[config.mk]
export PLATFORM = sky130hd
export DESIGN_NAME = rr_mux_arbiter
export DESIGN_NICKNAME = d
export VERILOG_FILES = /design/src/rtl/rr_mux_arbiter.sv
export SDC_FILE = /design/constraint.sdc
export NUM_CORES = 1
export LEC_CHECK = 0
export BUFFER_PORTS_ARGS = -buffer_cell sky130_fd_sc_hd__buf_4
export CAP_MARGIN = 20
export CORE_UTILIZATION = 44
export DETAILED_ROUTE_END_ITERATION = 7
export PLACE_DENSITY = 0.84
export SYNTH_ARGS = -nofsm -noshare
export SYNTH_HDL_FRONTEND = slang
export SYNTH_SLANG_ARGS = --single-unit
[constraint.sdc]
create_clock -name clk -period 2.5 [get_ports clk]
set_input_delay 0.5 -clock clk [delete_from_list [all_inputs] [get_ports clk]]
set_output_delay 0.5 -clock clk [all_outputs]
set_load 0.02 [all_outputs]
[src/rtl/rr_mux_arbiter.sv]
// Round-robin N:1 mux arbiter with a registered valid/ready output stage.
// Define ARB_BURST_EN to lock arbitration to one requester until req_last.
module rr_mux_arbiter #(
  parameter int N = 4,
  parameter int W = 8
) (
  input  logic                 clk,
  input  logic                 rst_n,
  input  logic [N-1:0]         req_vld,
  input  logic [N*W-1:0]       req_data,
  input  logic [N-1:0]         req_last,
  output logic [N-1:0]         req_rdy,
  output logic                 out_vld,
  output logic [W-1:0]         out_data,
  output logic [$clog2(N)-1:0] out_src,
  input  logic                 out_rdy
);

  localparam int SW = $clog2(N);

  logic [SW-1:0] ptr_q;
  logic [SW-1:0] ptr_nxt;
  logic          ptr_upd;
  logic [N-1:0]  elig;
  logic [SW-1:0] win;
  logic          found;
  logic          load_en;
  logic          xfer;
  logic [W-1:0]  win_data;

`ifdef ARB_BURST_EN
  // state | meaning
  // IDLE  | per-beat round robin among all valid requesters
  // LOCK  | mid-burst; only owner_q may be granted until its req_last beat
  typedef enum logic {IDLE, LOCK} state_t;

  state_t        state_q, state_d;
  logic [SW-1:0] owner_q, owner_d;

  assign elig    = (state_q == LOCK) ? (req_vld & (N'(1) << owner_q)) : req_vld;
  assign ptr_upd = xfer && req_last[win];

  always_ff @(posedge clk or negedge rst_n) begin
    if (!rst_n) begin
      state_q <= IDLE;
      owner_q <= '0;
    end else begin
      state_q <= state_d;
      owner_q <= owner_d;
    end
  end

  always_comb begin
    state_d = state_q;
    owner_d = owner_q;
    case (state_q)
      IDLE: begin
        if (xfer && !req_last[win]) begin
          state_d = LOCK;
          owner_d = win;
        end
      end
      LOCK: begin
        if (xfer && req_last[win]) state_d = IDLE;
      end
      default: state_d = IDLE;
    endcase
  end
`else
  logic unused_last;

  assign unused_last = ^req_last;
  assign elig        = req_vld;
  assign ptr_upd     = xfer;
`endif

  // First eligible requester at or above ptr_q, wrapping N-1 -> 0.
  always_comb begin
    int idx;
    found = 1'b0;
    win   = '0;
    idx   = 0;
    for (int k = 0; k < N; k++) begin
      idx = int'(ptr_q) + k;
      if (idx >= N) idx = idx - N;
      if (!found && elig[idx]) begin
        found = 1'b1;
        win   = SW'(idx);
      end
    end
  end

  assign load_en  = !out_vld || out_rdy;
  assign xfer     = rst_n && load_en && found;
  assign req_rdy  = xfer ? (N'(1) << win) : '0;
  assign win_data = req_data[win*W +: W];
  assign ptr_nxt  = (win == SW'(N - 1)) ? '0 : win + 1'b1;

  always_ff @(posedge clk or negedge rst_n) begin
    if (!rst_n) begin
      out_vld  <= 1'b0;
      out_data <= '0;
      out_src  <= '0;
    end else if (load_en) begin
      out_vld <= xfer;
      if (xfer) begin
        out_data <= win_data;
        out_src  <= win;
      end
    end
  end

  always_ff @(posedge clk or negedge rst_n) begin
    if (!rst_n) ptr_q <= '0;
    else if (ptr_upd) ptr_q <= ptr_nxt;
  end

endmodule

Yosys cells after proc, flatten, opt, wreduce, memory -nomap -nowiden --
Cells that the tools add are included.
Operators by class: add/sub/neg operators 8, magnitude comparators 8, eq/ne operators 1, shift operators 2, mux-type cells 26, reduce and logical (&&, ||, !) cells 11
Operators with widths (number):
- $lt A32 B4 Y1 const B | 4
- $mux W32 | 4
- $shiftx A32 B6 Y8 | 1
- $mux W1 | 12
- $sub A3 B3 Y4 const B | 3
- $mux W2 | 5
- $ge A3 B3 Y1 const B | 3
- $bmux W1 S2 | 4
- $add A2 B2 Y3 const B | 2
- $logic_and A1 B1 Y1 | 5
- $logic_not A1 Y1 | 4
- $mux W4 | 1
- $shl A1 B2 Y4 const A | 1
- $sub A2 B3 Y4 const B | 1
- $add A2 B1 Y3 const B | 1
- $ge A2 B3 Y1 const B | 1
- $add A2 B1 Y2 const B | 1
- $eq A2 B2 Y1 const B | 1
- $reduce_and A2 Y1 | 1
- $logic_or A1 B1 Y1 | 1
Storage, ports and cells: flip-flop bits (word level) 13, bits of input ports 43, output and inout bits 15, logic and storage cells 60

Logic depth before layout (Yosys ltp) --
depth in word-level cells 17, gate-level depth with buffers 9, depth with buffers taken out 7

Worst setup path before layout --
OpenSTA, ideal clock, no wires.
kind input to output, start point input port req_vld[1], end point output port req_rdy[0], data arrival time 1.750 ns, data required time 2.000 ns, setup slack 0.250 ns, stages 7, path buffers 2, path through inv_1 o221a_2 buf_2 nand2_1 inv_1 buf_6 nor3_1
On the way: longest elaborated chain between the ends 15, elaborated cells between the ends (all ways) 29, classes of those cells shift (1); mux (21); reduce/logical (7)
RTL lines:
- from (decl) | RTL line 9 | input logic [N-1:0] req_vld,
- $bmux W1 S2 | RTL line 86 | if (!found && elig[idx]) begin
- $mux W1 (implied by the code) (2 in series) | RTL line 86
- $mux W1 | RTL line 86
- $logic_not A1 Y1 | RTL line 86
- $logic_and A1 B1 Y1 | RTL line 86
- $mux W1 | RTL line 86
- $logic_not A1 Y1 | RTL line 86
- $logic_and A1 B1 Y1 | RTL line 86
- $mux W1 | RTL line 86
- $logic_not A1 Y1 | RTL line 86
- $logic_and A1 B1 Y1 | RTL line 86
- $mux W2 / $mux W1 (equally long branches) | RTL line 86
- $shl A1 B2 Y4 / $logic_and A1 B1 Y1 (equally long branches) | RTL line 95, 94
- $mux W4 * | RTL line 95 | assign req_rdy = xfer ? (N'(1) << win) : '0;
- to (decl) | RTL line 12 | output logic [N-1:0] req_rdy,
Every way passes the cells marked *; elsewhere a longest branch is shown, timed or not. The select of a mux whose other input is x is not followed.

Worst setup path after layout --
start point register ptr_q[1], end point output port req_rdy[3]
On the way: longest elaborated chain between the ends 17, elaborated cells between the ends (all ways) 44, classes of those cells add/sub (7); order compare (4); shift (1); mux (25); reduce/logical (7)
RTL lines:
- from (decl) | RTL line 21 | logic [SW-1:0] ptr_q;
- from (signal assigned) | RTL line 115 | else if (ptr_upd) ptr_q <= ptr_nxt;
- parallel branches: the longest is 16 deep, another holds $sub A3 B3 Y4
- $mux W4 * | RTL line 95
Mark *: on every way between the ends. The select of a mux whose other input is x is not followed.

==> Implementation_results.wiki <==
{| class="wikitable"
! Metric !! Value
|-
| Area of the multi-input gates || around 630 um^2
|-
| Final HPWL from detailed placement || about 2.3 mm
|-
| Top_reg_cell synth || sky130_fd_sc_hd__dfrtp_1
|-
| Count of buffers inserted at the top-level ports || between 50 and 60
|-
| DRC marker count from the first detailed-route iteration || 17
|-
| Data required time of the critical path || roughly 2000 ps
|-
| Synthesis warning total || 0
|-
| Max clock buf depth || 2
|-
| Maximum vdd drop || approximately 0.55 mV
|-
| Global placement routability congestion || 0.7174
|-
| Net count after synthesis || ~160
|-
| Total power divided by cell area || 871.7 mW/mm^2
|-
| Initial antenna violation count || 0
|-
| Initial core utilization || 0.4672
|-
| Fraction of final layout cells with drive strength greater than 1 || 0.4094
|-
| Antenna diodes || 0
|-
| Hold violation count in the final report || 0
|-
| Reg2reg setup slack || approximately 600 ps
|-
| Type of the setup path with the least slack || reg2out
|-
| Number of routed nets with antenna violations || 0
|-
| Status || finished, final reports clean
|-
| Final critical-path share of the clock period || 0.9589
|-
| Async set or reset register ratio after synthesis || 1.000
|-
| Number of H-tree branching levels || 1
|-
| Number of unique standard cell types used by synthesis || 33
|-
| Vias in the first global route || approximately 1100
|-
| Final slew viol count || 0
|-
| XOR/XNOR share of the synthesized area || 0
|-
| Largest net degree at the start of global routing || 29
|-
| Drt via density || between 5 and 6
|-
| Fill cell count || between 150 and 200
|-
| Max Clk Rate || roughly 420 MHz
|-
| Global route total overflow || 0
|-
| Chip width || 50.70 um
|-
| Fraction of synthesized area in multiplexers || 0.08633
|-
| Row count || 17
|-
| Drt drc || 0
|-
| Critical Path AT || 1900 ps
|-
| Max capacitance violation total || 0
|-
| Sum Neg Setup Slack || 0 ps
|-
| Path type of the worst min-delay path || in2async
|-
| Total Die Area || approximately 0.0026 mm^2
|-
| Number of vias after detailed routing || 1131
|-
| Final #Nets || 216
|-
| All-layer global routing usage || 0.2535
|-
| Iteration count of the initial detailed-routing pass || 4
|-
| Setup skew after layout || 4.858 ps
|-
| Wire per inst || about 15 um
|-
| Final Critical Period || approximately 2400 ps
|-
| Wire length of the first global-routing pass || 4.816 mm
|-
| Worst Hold Slack || ~150 ps
|-
| Number of synthesized register bits || 13
|-
| Synthesized cell area || between 0.001 and 0.0015 mm^2
|-
| Critical path startpoint category || register
|-
| Register clock-pin slew on the reported worst setup and hold paths || around 90 ps
|-
| Sequential standard cell area || about 330 um^2
|-
| Share of synthesized cell area in and, or, nand and nor gates || 0.2266
|-
| Number of endpoints failing setup at the final stage || 0
|-
| Largest driver fanout on the critical path || 9
|-
| CTS tree || yes
|-
| Unrepaired setup endpoints after global routing || false
|-
| TritonCTS Buffers || 3
|-
| Root buffer cell || sky130_fd_sc_hd__clkbuf_4
|-
| Complex-gate fraction of the synthesized area || 0.2614
|-
| Instance count of the mapped netlist || 118
|-
| Synth-to-Final Area Change || 41.37%
|-
| Combinational family with the most area after synthesis || compound AO/OA/AOI/OAI gates
|-
| Slew headroom || 0.5182
|-
| Worst skew pair latency || around 280 ps
|-
| Io pins || 58
|-
| Total routed wirelength || 3.058 mm
|-
| Leakage power total || approximately 0.76 nW
|-
| Synth Area in Adders || 0.01199
|-
| Clock sink count || 13
|-
| Length in cells of the worst reg-to-reg path || 6
|-
| Util after Layout || 0.6605
|-
| Transition time of the tightest slew-check pin || about 720 ps
|-
| Mean instance size in the synthesized netlist || between 8 and 9 um^2
|-
| Count of flip-flops with a built-in enable after synthesis || 0
|-
| Capture instance of the worst register-to-register path || out_data[5]
|-
| Vertical extent of the die || roughly 51 um
|-
| CP endpoint kind || output port
|-
| Area of the core region || roughly 0.0022 mm^2
|-
| Portion of the post-synthesis area used by sequential elements || 0.3118
|-
| Launch point of the worst reg-to-reg path || ptr_q[1]
|}
==> where the power goes <==
part | internal [mW] | switching (mW)
sequential | 0.300 | 0.0712
clock | 0.0620 | 0.0756
combinational | 0.351 | 0.427
total | 0.712 | 0.574
==> layer usage <==
layer | track usage | vias to the layer above | part of all wire
li1 | - | 549 | -
met3 | 0.02424 | 4 | 0.032
met1 | 0.3153 | 549 | 0.44
met5 | 0 | - | 0
met4 | 0.08796 | 0 | 0.0088
met2 | 0.4511 | 29 | 0.52
==> area by class of cell <==
type,count,share of cell area
inverter,3,0.007634
multi-input combinational,91,0.4249
tap,28,0.02375
clock buffer,4,0.01781
timing repair buffer,60,0.3053
sequential,13,0.2205
==> flip-flops by register name, summed over array words and instances, names as in the netlist <==
| register | flops |
|---|---|
| ptr_q | 2 |
| out_data | 8 |
| out_vld | 1 |
| out_src | 2 |
==> cells in the final DEF, fill, tap and decap left out, drive strengths merged <==
| cell | instances |
|---|---|
| or2b | 1 |
| nand4b | 1 |
| and2 | 1 |
| buf | 60 |
| o31ai | 9 |
| nand4 | 8 |
| a211o | 8 |
| clkbuf | 4 |
| a211oi | 1 |
| o211ai | 8 |
| inv | 3 |
| dfrtp | 13 |
| nor3 | 2 |
| mux2i | 9 |
| nand3b | 1 |
| o221a | 1 |
| nand2 | 28 |
| nor2 | 2 |
| ha | 1 |
| nand2b | 1 |
| and3 | 3 |
| a21bo | 1 |
| o41a | 1 |
| a21oi | 1 |
| a21boi | 1 |
| o21ai | 1 |
| o221ai | 1 |
==> cell usage after synthesis, types with 2 or more instances <==
master                     instances  area share
sky130_fd_sc_hd__o211ai_1          8       0.058
sky130_fd_sc_hd__nor3_1            2      0.0096
sky130_fd_sc_hd__a211o_1           8       0.067
sky130_fd_sc_hd__nor2_1            2      0.0072
sky130_fd_sc_hd__dfrtp_1          13        0.31
sky130_fd_sc_hd__mux2i_1           9       0.086
sky130_fd_sc_hd__buf_6             6       0.065
sky130_fd_sc_hd__inv_1             3       0.011
sky130_fd_sc_hd__o31ai_1           9       0.065
sky130_fd_sc_hd__nand2_1          28        0.10
sky130_fd_sc_hd__nand4_1           8       0.048
==> worst max-delay path by stage <==
stage	start	to	depth (start not counted)
6_report	ptr_q[1]	req_rdy[3]	6
4_1_cts	ptr_q[1]	req_rdy[3]	7
3_3_place_gp	req_vld[0]	req_rdy[3]	8
5_1_grt	ptr_q[1]	req_rdy[0]	6
3_5_place_dp	req_vld[0]	req_rdy[3]	8
2_1_floorplan	req_vld[1]	req_rdy[0]	7
==> cell families (layout without fill, tap and decap cells) <==
kind of cell               after synthesis  count (layout)
and+or+nand+nor                         48              48
AOI/OAI and AO/OA                       33              33
buffers and inverters                   14              67
DFF                                     13              13
muxes                                    9               9
adders and majority gates                1               1
==> what timing repair did <==
action | 4_1_cts | 5_1_grt
resized for setup | 1 | 0
buffers inserted | 0 | 2
hold buffers | 0 | 0
hold endpoints to repair | 0 | 0
endpoints found under the setup margin | 1 | 1
==> per-stage QoR <==
stage	instance area, um^2	instances	setup WS (ps)	power (mW)
6_report	1475	199	102.7	1.286
3_3_place_gp	1426	193	105.3	1.103
3_5_place_dp	1426	193	52.90	1.122
5_1_grt	1475	199	17.86	1.366
4_1_cts	1460	197	29.37	1.269
2_1_floorplan	1044	118	250.0	0.8625
==> critical path, cell delays in order (launching register included) <==
cell	delay (ps)
sky130_fd_sc_hd__dfrtp_1	470
sky130_fd_sc_hd__o221a_2	390
sky130_fd_sc_hd__nand2_1	140
sky130_fd_sc_hd__inv_1	80
sky130_fd_sc_hd__ha_1	200
sky130_fd_sc_hd__and3_2	170
sky130_fd_sc_hd__buf_4	150
Power figures use the tool's default switching activity.
